`src/rtl/sram_req_arbiter_pkg.sv`:
```
// rtl/sram_req_arbiter_pkg.sv - shared encodings for the sram-like request arbiter
package sram_req_arbiter_pkg;

  localparam logic [1:0] SZ_1B = 2'd0;
  localparam logic [1:0] SZ_2B = 2'd1;
  localparam logic [1:0] SZ_4B = 2'd2;

  localparam logic ID_INST = 1'b0;
  localparam logic ID_DATA = 1'b1;

  typedef enum logic [1:0] {
    ST_ARB    = 2'd0,
    ST_HOLD_I = 2'd1,
    ST_HOLD_D = 2'd2
  } arb_state_e;

endpackage

```
`src/rtl/sram_req_arbiter_arb_id_fifo.sv`:
```
// rtl/sram_req_arbiter_arb_id_fifo.sv - in-order owner ID queue for accepted transactions
module arb_id_fifo #(
  parameter int DEPTH = 2
) (
  input  logic clk,
  input  logic resetn,
  input  logic push,
  input  logic push_id,
  input  logic pop,
  output logic full,
  output logic empty,
  output logic head
);

  localparam int PW = (DEPTH > 1) ? $clog2(DEPTH) : 1;
  localparam int CW = $clog2(DEPTH + 1);

  logic [DEPTH-1:0] ids;
  logic [PW-1:0]    wr_ptr;
  logic [PW-1:0]    rd_ptr;
  logic [CW-1:0]    count;

  function automatic logic [PW-1:0] ptr_next(input logic [PW-1:0] p);
    return (p == PW'(DEPTH - 1)) ? '0 : p + 1'b1;
  endfunction

  // Push and pop are gated upstream by full/empty, so no guards here.
  always_ff @(posedge clk or negedge resetn) begin
    if (!resetn) begin
      ids    <= '0;
      wr_ptr <= '0;
      rd_ptr <= '0;
      count  <= '0;
    end else begin
      if (push) begin
        ids[wr_ptr] <= push_id;
        wr_ptr      <= ptr_next(wr_ptr);
      end
      if (pop) begin
        rd_ptr <= ptr_next(rd_ptr);
      end
      if (push && !pop) begin
        count <= count + 1'b1;
      end else if (pop && !push) begin
        count <= count - 1'b1;
      end
    end
  end

  assign full  = (count == CW'(DEPTH));
  assign empty = (count == '0);
  assign head  = ids[rd_ptr];

endmodule

```
`src/rtl/sram_req_arbiter.sv`:
```
// rtl/sram_req_arbiter.sv - shares one sram-like port between inst and data requesters
module sram_req_arbiter
  import sram_req_arbiter_pkg::*;
#(
  parameter int OUTSTANDING = 2,
  parameter bit DATA_FIRST  = 1'b1
) (
  input  logic        clk,
  input  logic        resetn,
  input  logic        inst_sram_req,
  input  logic        inst_sram_wr,
  input  logic [1:0]  inst_sram_size,
  input  logic [3:0]  inst_sram_wstrb,
  input  logic [31:0] inst_sram_addr,
  input  logic [31:0] inst_sram_wdata,
  output logic        inst_sram_addr_ok,
  output logic        inst_sram_data_ok,
  output logic [31:0] inst_sram_rdata,
  input  logic        data_sram_req,
  input  logic        data_sram_wr,
  input  logic [1:0]  data_sram_size,
  input  logic [3:0]  data_sram_wstrb,
  input  logic [31:0] data_sram_addr,
  input  logic [31:0] data_sram_wdata,
  output logic        data_sram_addr_ok,
  output logic        data_sram_data_ok,
  output logic [31:0] data_sram_rdata,
  output logic        mem_req,
  output logic        mem_wr,
  output logic [1:0]  mem_size,
  output logic [3:0]  mem_wstrb,
  output logic [31:0] mem_addr,
  output logic [31:0] mem_wdata,
  input  logic        mem_addr_ok,
  input  logic        mem_data_ok,
  input  logic [31:0] mem_rdata,
  output logic        err_stray_data_ok
);

  arb_state_e state, state_nxt;
  logic       grant_inst, grant_data;
  logic       full, empty, head;
  logic       handshake, pop;

  always_ff @(posedge clk or negedge resetn) begin
    if (!resetn) begin
      state <= ST_ARB;
    end else begin
      state <= state_nxt;
    end
  end

  // A held grant follows only its own master; dropping req releases the lock.
  always_comb begin
    grant_inst = 1'b0;
    grant_data = 1'b0;
    state_nxt  = ST_ARB;
    unique case (state)
      ST_ARB: begin
        if (!full) begin
          if (inst_sram_req && data_sram_req) begin
            grant_data = DATA_FIRST;
            grant_inst = !DATA_FIRST;
          end else begin
            grant_inst = inst_sram_req;
            grant_data = data_sram_req;
          end
        end
      end
      ST_HOLD_I: grant_inst = inst_sram_req;
      ST_HOLD_D: grant_data = data_sram_req;
      default:   ;
    endcase
    if (grant_inst && !mem_addr_ok) begin
      state_nxt = ST_HOLD_I;
    end else if (grant_data && !mem_addr_ok) begin
      state_nxt = ST_HOLD_D;
    end
  end

  assign mem_req   = (grant_inst || grant_data) && !full && resetn;
  assign mem_wr    = grant_inst ? inst_sram_wr    : data_sram_wr;
  assign mem_size  = grant_inst ? inst_sram_size  : data_sram_size;
  assign mem_wstrb = grant_inst ? inst_sram_wstrb : data_sram_wstrb;
  assign mem_addr  = grant_inst ? inst_sram_addr  : data_sram_addr;
  assign mem_wdata = grant_inst ? inst_sram_wdata : data_sram_wdata;

  assign handshake         = mem_req && mem_addr_ok;
  assign inst_sram_addr_ok = handshake && grant_inst;
  assign data_sram_addr_ok = handshake && grant_data;

  // Pop reads the head before this cycle's push lands, so a same-cycle return maps to an older ID.
  assign pop               = mem_data_ok && !empty && resetn;
  assign inst_sram_data_ok = pop && (head == ID_INST);
  assign data_sram_data_ok = pop && (head == ID_DATA);
  assign inst_sram_rdata   = mem_rdata;
  assign data_sram_rdata   = mem_rdata;

  always_ff @(posedge clk or negedge resetn) begin
    if (!resetn) begin
      err_stray_data_ok <= 1'b0;
    end else if (mem_data_ok && empty) begin
      err_stray_data_ok <= 1'b1;
    end
  end

  arb_id_fifo #(
    .DEPTH(OUTSTANDING)
  ) u_id_fifo (
    .clk    (clk),
    .resetn (resetn),
    .push   (handshake),
    .push_id(grant_data ? ID_DATA : ID_INST),
    .pop    (pop),
    .full   (full),
    .empty  (empty),
    .head   (head)
  );

endmodule

```
`config.mk`:
```
export PLATFORM = sky130hd
export DESIGN_NAME = sram_req_arbiter
export DESIGN_NICKNAME = d
export VERILOG_FILES = /design/src/rtl/sram_req_arbiter_pkg.sv /design/src/rtl/sram_req_arbiter_arb_id_fifo.sv /design/src/rtl/sram_req_arbiter.sv
export SDC_FILE = /design/constraint.sdc
export NUM_CORES = 1
export LEC_CHECK = 0
export ABC_AREA = 0
export CAP_MARGIN = 20
export CORE_AREA = 2 2 125 127
export DETAILED_ROUTE_END_ITERATION = 12
export DIE_AREA = 0 0 127 129
export GPL_ROUTABILITY_DRIVEN = 0
export SLEW_MARGIN = 30
export SYNTH_ARGS = -nofsm -noshare
export SYNTH_HDL_FRONTEND = slang
export SYNTH_SLANG_ARGS = --single-unit
```
`constraint.sdc`:
```
create_clock -name clk -period 2.3 [get_ports clk]
set_input_delay 0.23 -clock clk [delete_from_list [all_inputs] [get_ports clk]]
set_output_delay 0.23 -clock clk [all_outputs]
set_load 0.005 [all_outputs]
```
==> flow_summary_export.csv <==
group,metric,value,unit
hold_path,hp-class,"input pin to asynchronous set/reset pin",
timing,max-slew-margin-rel,73.2,%
yosys,ys_ff_latch,9,
yosys,synth.area.top_cells,"mux2_2 41%, buf_4 28%, dfrtp_1 12%",
job,drv_cap,0,
global_route,grt_pass1_wl,11000,um
setup_path,crit_path_end_kind,"output pin",
clocking,holdBufCountCts,0,
detailed_routing,drt_pass1_iterations,4,
floorplanning,core,0.0150,sq mm
yosys,synth.avg_cell_area,9.79,sq um
clocking,clkSinkCount,9,
layout,syn_to_final_growth,129,%
timing,max_freq,0.433,GHz
setup_path,rr_startpoint,"state[0]",
setup_path,worstPathArrival,2.08,ns
timing,layout_min_cycle_time,2.31,ns
power,comb_power_share,70.8,%
detailed_routing,ant_nets,0,
floorplanning,die_h,129,um
clocking,clkLatencyLatePin,0.23,ns
detailed_routing,drt_iter0_markers,18,
power,p_int,0.00138,W
layout,final_layout_size_suffix_gt1_share,30.7,%
global_route,grt_use_total,8.72,%
setup_path,rr_worst_depth,6,
timing,hold_violations,0,
timing,worst_pin_slew,0.400,ns
timing,final.setup.worst_slack,-0.0119,ns
detailed_routing,num_vias,1999,
timing,hold_slack,0.358,ns
global_route,antenna_found_initial,0,
setup_path,cp.required,2.07,ns
yosys,seq_area_frac_synth,12.4,%
global_route,grt_pass1_vias,2111,
setup_path,cp_max_fo,16,
power,vdd_drop_max,0.000233,V
yosys,yosys.area.top_type_share,41.0,%
detailed_routing,drc_errors,0,
setup_path,start_kind,"flip-flop",
yosys,synthesis.nets,366,
placed_design,dp_slack,-0.0982,ns
layout,nets,556,
timing,rsz0062_at_grt,"yes",
global_route,grt_overflow,0,
timing,drv_slew,0,
placed_design,port_buffers,224,
yosys,syn_inst,185,
yosys,yosys.area.top_type,"mux2_2",
power,power_density,472,mW/mm^2
global_route,grt_max_degree,33,
clocking,clkSlewWorstSetupHoldPaths,0.04,ns
floorplanning,rows,45,
detailed_routing,wl_per_cell,15.4,um
floorplanning,chipWidth,127,um
power,power_frac_seq,13.5,%
outcome,status,"finished with violations",
timing,timing.final.crit_share,101,%
setup_path,r2r_slack,0.64,ns
clocking,htree_num_levels,1,
yosys,ys_types,25,
yosys,ys.warnings.count,0,
layout,antenna-diode-count,0,
layout,post-route-util,27.7,%
timing,setup_tns,-0.0388,ns
setup_path,critical_path_class,"flip-flop to output pin",
timing,setup_viol,7,
clocking,cts_inserted_buffers,3,
floorplanning,pin_count,321,
power,switching_share,29.5,%
power,p_leak,1.89,nW
outcome,violations,"setup timing",
setup_path,r2r_end,"u_id_fifo.count[1]",
timing,skew,0.00342,ns
clocking,root_buffer,"clkbuf_16",
power,clkPwrFrac,15.7,%
power,switchingPower,0.000578,W
detailed_routing,vias_per_cell,3.56,
clocking,cts_tree,"done",
placed_design,dp_hpwl,6930,um
detailed_routing,routed_wl,8630,um
clocking,clockBufferDepth,2,
floorplanning,start_util,12.1,%
floorplanning,dieArea,0.0164,sq mm
yosys,syn_area,0.00181,sq mm
==> cell usage after synthesis <==
cell type  number
a211oi_1        1
a21o_1          1
a22o_1          2
buf_4          67
buf_6           4
dfrtp_1         9
ha_1            1
inv_1           1
mux2_1          5
mux2_2         66
mux2i_1         1
nand2_1         3
nand2b_1        2
nor2_1          6
nor2b_1         3
nor2b_4         1
nor3_1          1
nor4_1          1
o211a_1         1
o211ai_1        1
o21ai_0         1
o21ai_4         1
or2b_1          1
xnor2_1         3
xor2_1          2
==> layout make-up <==
class	instances	area, sq um
Fill cell	1567	10800
Timing Repair Buffer	256	2560
Multi-Input combinational cell	104	1050
Tap cell	188	235
Sequential cell	9	225
Clock buffer	4	78.8
Inverter	1	3.75
==> logic make-up after synthesis <==
kind of cell | share of synthesized area [%]
buffers and inverters | 30.5
muxes | 44.7
and+or+nand+nor | 5.39
DFF | 12.4
AOI/OAI and AO/OA | 3.94
xor gates and xnor gates | 2.42
adders and majority gates | 0.690
==> layout by cell type (no fill, tap or decap), drive strengths merged, types with 2 or more instances in the layout <==
master,Yosys,routed
clkdlybuf4s50,0,153
mux2,71,71
dlygate4sd2,0,37
buf,71,30
dlymetal6s2s,0,22
clkbuf,0,16
dfrtp,9,9
nor2,6,6
nor2b,4,4
nand2,3,3
xnor2,3,3
nand2b,2,2
a22o,2,2
xor2,2,2
clkdlybuf4s15,0,2
o21ai,2,2
==> worst max-delay path by stage <==
stage	from	to	slack [ns]	depth (start not counted)
3_3_place_gp	inst_sram_req	mem_wstrb[0]	-0.09	7
5_1_grt	u_id_fifo.count[0]	mem_addr[7]	-0.12	8
6_report	u_id_fifo.count[0]	mem_addr[23]	-0.01	8
4_1_cts	u_id_fifo.count[0]	mem_addr[0]	-0.11	7
2_1_floorplan	u_id_fifo.count[0]	mem_addr[0]	0.60	5
3_5_place_dp	inst_sram_req	mem_wstrb[0]	-0.1	7
==> critical path, stage by stage (launching register included) <==
cell and delay (ns):
dfrtp_1 0.40, nor2b_4 0.14, nor2_2 0.06, o21ai_4 0.18, buf_6 0.17, buf_6 0.12
clkbuf_16 0.17, mux2_2 0.33, dlygate4sd2_1 0.27
==> power groups by stage <==
stage	sequential, W	combinational [W]	clock, W
final	0.000265	0.00139	0.000307
after global routing	0.000273	0.00150	0.000326
after CTS	0.000265	0.00136	0.000313
after detailed placement	0.000266	0.00137	0
after global placement	0.000262	0.00135	0
after floorplan	0.000270	0.000625	0
==> metal layers <==
layer | up-vias | part of all wire (%) | global-route usage, %
li1 | 952 | - | -
met5 | - | 0 | 0
met1 | 883 | 34 | 9.36
met4 | 0 | 2.0 | 2.52
met3 | 23 | 9.1 | 1.87
met2 | 141 | 55 | 17.1
==> through the flow <==
step	power [W]	instances	cell area [sq um]
global route	0.00209	562	4150
CTS	0.00194	555	4040
finish	0.00196	562	4150
floorplan	0.000895	185	1810
global placement	0.00161	545	3930
detailed placement	0.00163	545	3930
==> registers in the layout (all words and copies together), names as in the netlist <==
signal,cells
err_stray_data_ok,1
state,2
u_id_fifo.count,2
u_id_fifo.ids,2
u_id_fifo.rd_ptr,1
u_id_fifo.wr_ptr,1
==> timing repair <==
| action | in CTS | in global routing |
|---|---|---|
| pin swaps | 0 | 1 |
| cloned | 1 | 2 |
| endpoints found under the setup margin | 71 | 39 |
| gates resized for setup | 56 | 48 |
| setup buffers | 5 | 6 |
Power figures use the tool's default switching activity.
